--- config.mk ---
export PLATFORM = sky130hd
export DESIGN_NAME = reorder_buffer_flat
export DESIGN_NICKNAME = d
export VERILOG_FILES = /design/src/rtl/reorder_buffer_if.sv /design/src/rtl/reorder_buffer.sv /design/src/flat_wrapper.sv
export SDC_FILE = /design/constraint.sdc
export NUM_CORES = 2
export LEC_CHECK = 0
export BUFFER_PORTS_ARGS = -buffer_cell sky130_fd_sc_hd__buf_4
export CORE_MARGIN = 8
export CORE_UTILIZATION = 28
export CTS_CLUSTER_DIAMETER = 30
export CTS_CLUSTER_SIZE = 14
export DETAILED_ROUTE_END_ITERATION = 10
export GPL_TIMING_DRIVEN = 0
export PLACE_DENSITY = 0.45
export SLEW_MARGIN = 10
export SYNTH_ARGS = -nofsm -noshare
export SYNTH_HDL_FRONTEND = slang
export SYNTH_SLANG_ARGS = --single-unit
--- constraint.sdc ---
create_clock -name clk_i -period 9.45 [get_ports clk_i]
set_input_delay 0 -clock clk_i [delete_from_list [all_inputs] [get_ports clk_i]]
set_output_delay 0 -clock clk_i [all_outputs]
set_load 0.01 [all_outputs]
--- src/rtl/reorder_buffer_if.sv ---
// Reorder buffer payload type and the issue/commit/writeback bundle.
// The master modport is the pipeline side; the slave modport is the buffer.
package reorder_buffer_pkg;

  typedef struct packed {
    logic [4:0]  rd;
    logic [31:0] data;
    logic        exc;
  } rob_entry_t;

endpackage

interface reorder_buffer_if;
  import reorder_buffer_pkg::*;

  logic       alloc_i;
  logic [5:0] tag_o;
  logic       full_o;
  logic       empty_o;
  logic       rob_write_i;
  logic [5:0] rob_tag_i;
  rob_entry_t rob_entry_i;
  logic       valid_o;
  rob_entry_t entry_o;
  logic       read_i;

  modport master (
    output alloc_i, rob_write_i, rob_tag_i, rob_entry_i, read_i,
    input  tag_o, full_o, empty_o, valid_o, entry_o
  );

  modport slave (
    input  alloc_i, rob_write_i, rob_tag_i, rob_entry_i, read_i,
    output tag_o, full_o, empty_o, valid_o, entry_o
  );

endinterface

--- src/rtl/reorder_buffer.sv ---
// Circular reorder buffer: in-order allocation, out-of-order completion by
// tag, in-order drain from the head.
// Optional feature macro: ROB_BYPASS_EN -- forwards a write that targets the
// not-yet-done head entry straight to the read port in the same cycle.
module reorder_buffer
  import reorder_buffer_pkg::*;
#(
  parameter int DEPTH = 64
) (
  input  logic            clk_i,
  input  logic            rst_n_i,
  input  logic            flush_i,
  input  logic            stall_i,
  reorder_buffer_if.slave rob
);

  localparam logic [6:0] FULL_CNT = 7'(DEPTH);

  logic [5:0]       head_q, head_d;
  logic [5:0]       tail_q, tail_d;
  logic [6:0]       count_q, count_d;
  logic [DEPTH-1:0] done_q, done_d;
  rob_entry_t       mem_q [DEPTH];

  logic       full;
  logic       empty;
  logic       head_done;
  logic       bypass;
  logic       valid;
  logic       pop_fire;
  logic       alloc_fire;
  logic       wr_ok;
  logic [5:0] offs;

  // Status decode, window check and head-port view of the current state
  always_comb begin
    full      = (count_q == FULL_CNT);
    empty     = (count_q == 7'd0);
    head_done = done_q[head_q];
    // Distance of the write tag from the head; inside the window when it is
    // below the occupancy (a full buffer makes every tag valid).
    offs      = rob.rob_tag_i - head_q;
    wr_ok     = rob.rob_write_i && ({1'b0, offs} < count_q);
`ifdef ROB_BYPASS_EN
    bypass    = rob.rob_write_i && (rob.rob_tag_i == head_q) && !head_done && !empty;
`else
    bypass    = 1'b0;
`endif
    valid      = (head_done && !empty) || bypass;
    pop_fire   = rob.read_i && valid && !stall_i;
    // At full, an allocation only proceeds when the pop frees its slot
    alloc_fire = rob.alloc_i && (!full || pop_fire);

    rob.tag_o   = tail_q;
    rob.full_o  = full;
    rob.empty_o = empty;
    rob.valid_o = valid;
    rob.entry_o = '0;
    if (valid) begin
      rob.entry_o = bypass ? rob.rob_entry_i : mem_q[head_q];
    end
  end

  // Next-state for pointers, occupancy and done bits; flush wins over all
  always_comb begin
    head_d  = head_q;
    tail_d  = tail_q;
    count_d = count_q;
    done_d  = done_q;
    if (flush_i) begin
      head_d  = 6'd0;
      tail_d  = 6'd0;
      count_d = 7'd0;
      done_d  = '0;
    end else begin
      // A bypassed pop clears the bit the write just set, leaving it clear
      if (wr_ok) begin
        done_d[rob.rob_tag_i] = 1'b1;
      end
      if (pop_fire) begin
        done_d[head_q] = 1'b0;
        head_d         = head_q + 6'd1;
      end
      if (alloc_fire) begin
        done_d[tail_q] = 1'b0;
        tail_d         = tail_q + 6'd1;
      end
      count_d = count_q + {6'd0, alloc_fire} - {6'd0, pop_fire};
    end
  end

  // Control state registers with asynchronous reset
  always_ff @(posedge clk_i or negedge rst_n_i) begin
    if (!rst_n_i) begin
      head_q  <= 6'd0;
      tail_q  <= 6'd0;
      count_q <= 7'd0;
      done_q  <= '0;
    end else begin
      head_q  <= head_d;
      tail_q  <= tail_d;
      count_q <= count_d;
      done_q  <= done_d;
    end
  end

  // Payload storage: no reset, written only for accepted in-window writes
  always_ff @(posedge clk_i) begin
    if (wr_ok && !flush_i) begin
      mem_q[rob.rob_tag_i] <= rob.rob_entry_i;
    end
  end

endmodule

--- src/flat_wrapper.sv ---
// flat-port wrapper written by rule: the top's interface ports become plain ports
module reorder_buffer_flat import reorder_buffer_pkg::*;
#(
  parameter int DEPTH = 64
)
  (clk_i, rst_n_i, flush_i, stall_i, rob_alloc_i, rob_rob_write_i, rob_rob_tag_i, rob_rob_entry_i, rob_read_i, rob_tag_o, rob_full_o, rob_empty_o, rob_valid_o, rob_entry_o);
  reorder_buffer_if rob_i ();
  input  logic clk_i;
  input  logic rst_n_i;
  input  logic flush_i;
  input  logic stall_i;
  input wire logic [$bits(rob_i.alloc_i)-1:0] rob_alloc_i;
  input wire logic [$bits(rob_i.rob_write_i)-1:0] rob_rob_write_i;
  input wire logic [$bits(rob_i.rob_tag_i)-1:0] rob_rob_tag_i;
  input wire logic [$bits(rob_i.rob_entry_i)-1:0] rob_rob_entry_i;
  input wire logic [$bits(rob_i.read_i)-1:0] rob_read_i;
  output wire logic [$bits(rob_i.tag_o)-1:0] rob_tag_o;
  output wire logic [$bits(rob_i.full_o)-1:0] rob_full_o;
  output wire logic [$bits(rob_i.empty_o)-1:0] rob_empty_o;
  output wire logic [$bits(rob_i.valid_o)-1:0] rob_valid_o;
  output wire logic [$bits(rob_i.entry_o)-1:0] rob_entry_o;
  assign rob_i.alloc_i = rob_alloc_i;
  assign rob_i.rob_write_i = rob_rob_write_i;
  assign rob_i.rob_tag_i = rob_rob_tag_i;
  assign rob_i.rob_entry_i = rob_rob_entry_i;
  assign rob_i.read_i = rob_read_i;
  assign rob_tag_o = rob_i.tag_o;
  assign rob_full_o = rob_i.full_o;
  assign rob_empty_o = rob_i.empty_o;
  assign rob_valid_o = rob_i.valid_o;
  assign rob_entry_o = rob_i.entry_o;
  reorder_buffer #(.DEPTH(DEPTH)) u_core (.clk_i(clk_i), .rst_n_i(rst_n_i), .flush_i(flush_i), .stall_i(stall_i), .rob(rob_i));
endmodule
==> flow_summary.ini <==
[detailed_routing]
firstDrtPassIters = 7
post-route-drc-count = 0
vias = 65400
wl_met3_um = 56900
drt-met1-wl_um = 171000
drt_wl_total_um = 464000
routed_via_density = 5.99
wl_met2_um = 207000
top_layer = met5
antenna_left = 0
wl_per_cell_um = 42.5
first_iter_violations = 12400

[timing]
finalHoldViolCount = 0
finalSetupViolations = 0
worstMarginPinSlew_ns = 1.56
max-slew-margin-rel_pct = -3.89
timing.final.crit_period_ns = 7.27
report.final.slew_viol_count = 11
fin_crit_sh_pct = 76.9
finClkSkew_ns = 0.0406
rsz0062_at_grt = false
fmax_mhz = 138

[yosys]
yosys_warnings = 0
syn-num-nets = 5331
async_flop_share_pct = 3.30
synth_top_flop_cell = edfxtp_1
seq_area_frac_synth_pct = 81.5
synth_top_area_cell = edfxtp_1
synth_area_um2 = 92200
synth_top_area_share_pct = 79.2
syn_inst = 5257
syn_avg_cell_area_um2 = 17.5
synth_edf_count = 2432
synth_seq_cells = 2515
synth.distinct_cells = 71
ys_top_cells_by_area = edfxtp_1, o22ai_1, dfrtp_1

[layout]
fin_util_pct = 36.6
nNetsFinal = 6233
layout-drive-gt1-share_pct = 23.3
fill_cells = 30700
area_growth_pct = 30.1

[cts]
cts.sinks = 2515
post_cts_resized = 0
htree_levels = 5
cts_buffers = 482
clock_path_buffers = 4
cts_tree = yes
clkLatencyLatePin_ns = 0.93
clkSlewWorstSetupHoldPaths_ns = 0.04
ctsRootBufferMaster = clkbuf_16

[setup_path]
cp-start-kind = register
crit_chain = buf_6, buf_6, buf_2, nand3_1, buf_2, buf_2, buf_2, buf_1, o22ai_1, nor4_1, o22ai_1, nor4_1, buf_4
required_ns = 9.45
rrSetupSlack_ns = 3.31
critPathKind = register to output pin
worstReg2RegEnd = u_core.mem_q[26][9]
endpoint_kind = output pin
reg2reg_from = u_core.head_q[1]
reg2reg_depth = 17
arrival_ns = 7.27
critPathSlowestCell = nor4_1
crit_fanout = 10
max_stage_delay_ns = 1.14
crit_top_cell = buf_2

[hold_path]
hold_path_end = u_core.rob.tag_o[2]
min_path_type = input port to register
worstHoldPathCells = 6
hp-start = rob_read_i

[place]
dp_hpwl_um = 300000
place.gp.congestion = 0.862
portBuffers = 96

[pwr]
leakage_nw = 38.6
power_w = 0.0306
power.density_nw_per_um2 = 255
ir_drop_v = 0.000161

[floorplan]
die_height_um = 590
die_area_um2 = 348000
initial_core_util_pct = 28.2
dieWidth_um = 590
core_um2 = 327000
num_io_pins = 98
rows = 210

[global_route]
grt_pass1_wl_um = 595000
gr-total-overflow = 0
antenna_found_initial = 62
grt_max_degree = 82
grt_usage_pct = 25.5
grt_pass1_vias = 61400

[run_status]
violations = capacitance limit, slew limit
status = finished with violations

[flow_run]
maxCapViolCount = 1
## how the worst max path moves through the flow
stage                           startpoint              endpoint  slack [ns]  cells past startpoint
after CTS                 u_core.head_q[0]       rob_entry_o[17]        2.27                     13
final                     u_core.head_q[0]       rob_entry_o[26]        2.18                     13
after global routing      u_core.head_q[0]       rob_entry_o[26]        2.50                     13
after floorplan           u_core.head_q[1]   u_core.mem_q[11][0]        3.81                     12
after detailed placement  u_core.head_q[0]       rob_entry_o[17]        3.26                     13
after global placement    u_core.head_q[1]  u_core.mem_q[62][15]       -4.97                     13
## cell usage after synthesis (4+ instances only)
cell      number
or4_1         24
nor2b_1       12
nor3b_1        7
nor4_1       123
o22a_1       141
mux4_2         8
a222oi_1      15
mux2_2         8
a221oi_2       7
a21oi_1       98
buf_6         11
a221oi_1      41
a21o_1         4
o221ai_1     141
nand3_1       30
buf_4          5
a32oi_1       49
edfxtp_1    2432
nand2b_1      12
nor3_1       162
buf_2        191
nor2_1       241
inv_2          4
or3_1         15
nand2_1       49
xnor2_1        8
ha_1          21
o22ai_1     1047
mux2i_1        6
and3_1         9
nor4_2         4
clkbuf_1     109
inv_1         35
o21ai_0        9
buf_1         41
dfrtp_1       83
## cells in the final DEF (no fill, tap or decap), drive strengths merged, types with 53 or more instances in the layout
cell / count
a21oi: 98
buf: 613
bufinv: 81
clkbuf: 653
clkinv: 190
clkinvlp: 59
dfrtp: 83
dlygate4sd3: 53
edfxtp: 2432
inv: 53
nor2: 244
nor3: 163
nor4: 127
o221ai: 141
o22a: 141
o22ai: 1047
## area by class of cell
class | instances | area, µm² | area share, %
clock buffers | 543 | 12500 | 10.4
multi-input cells | 2345 | 15600 | 13.0
plain buffers | 358 | 1780 | 1.49
diodes | 20 | 50.0 | 0.0417
repair buffers | 418 | 5190 | 4.33
inverters | 39 | 191 | 0.160
well taps | 4346 | 5440 | 4.53
flip-flops and latches | 2515 | 75100 | 62.6
clock inverters | 344 | 4070 | 3.40
## kinds of logic after synthesis
logic type,count (synthesis),synth area share (%)
simple gates,716,3.99
flops,2515,81.5
compound gates,1573,11.7
fa+ha+maj,23,0.328
mux,22,0.358
xor+xnor,11,0.105
buf+inv,397,2.00
## what timing repair did
| item | in CTS | in global routing |
|---|---|---|
| hold endpoints to repair | 2666 | 0 |
| buffers inserted | 0 | 0 |
| hold buffers | 54 | 0 |
## sequential cells by signal (all words and copies together), names as in the netlist
register,count
u_core.count_q,7
u_core.done_q,64
u_core.head_q,6
u_core.mem_q,2432
u_core.rob.tag_o,6
## power by group
| part | switching, W | internal, W | leakage (nW) |
|---|---|---|---|
| Clock | 0.00590 | 0.0116 | 7.95 |
| Sequential | 0.0000204 | 0.0123 | 23.0 |
| Combinational | 0.000540 | 0.000164 | 7.60 |
| Total | 0.00646 | 0.0241 | 38.6 |
## metrics by stage
stage	cell area, µm²	setup TNS (ns)	hold WS, ns	setup WS, ns	cells
after floorplan	92200	0	-0.296	3.81	5257
after global placement	98300	-3277.06	0.303	-4.97	9699
after detailed placement	103000	0	0.306	3.26	9967
after CTS	120000	0	0.0118	2.27	10900
after global routing	120000	0	0.105	2.50	10900
final	120000	0	0.0527	2.18	10900
## metal layers
layer  up-vias  GRT usage, %
met1     34500          32.7
met3      1112          6.66
met5         -             0
met2      5593          39.6
met4        28          13.8
li1      24200             -
## worst max-delay path, delay by kind of cell (launching register included)
| kind | cells | cell delay (ns) |
|---|---|---|
| simple gates | 3 | 1.97 |
| compound gates | 2 | 0.63 |
| flops | 1 | 0.42 |
| buf+inv | 8 | 3.30 |
Note: power is estimated with default switching activity, not from simulation.
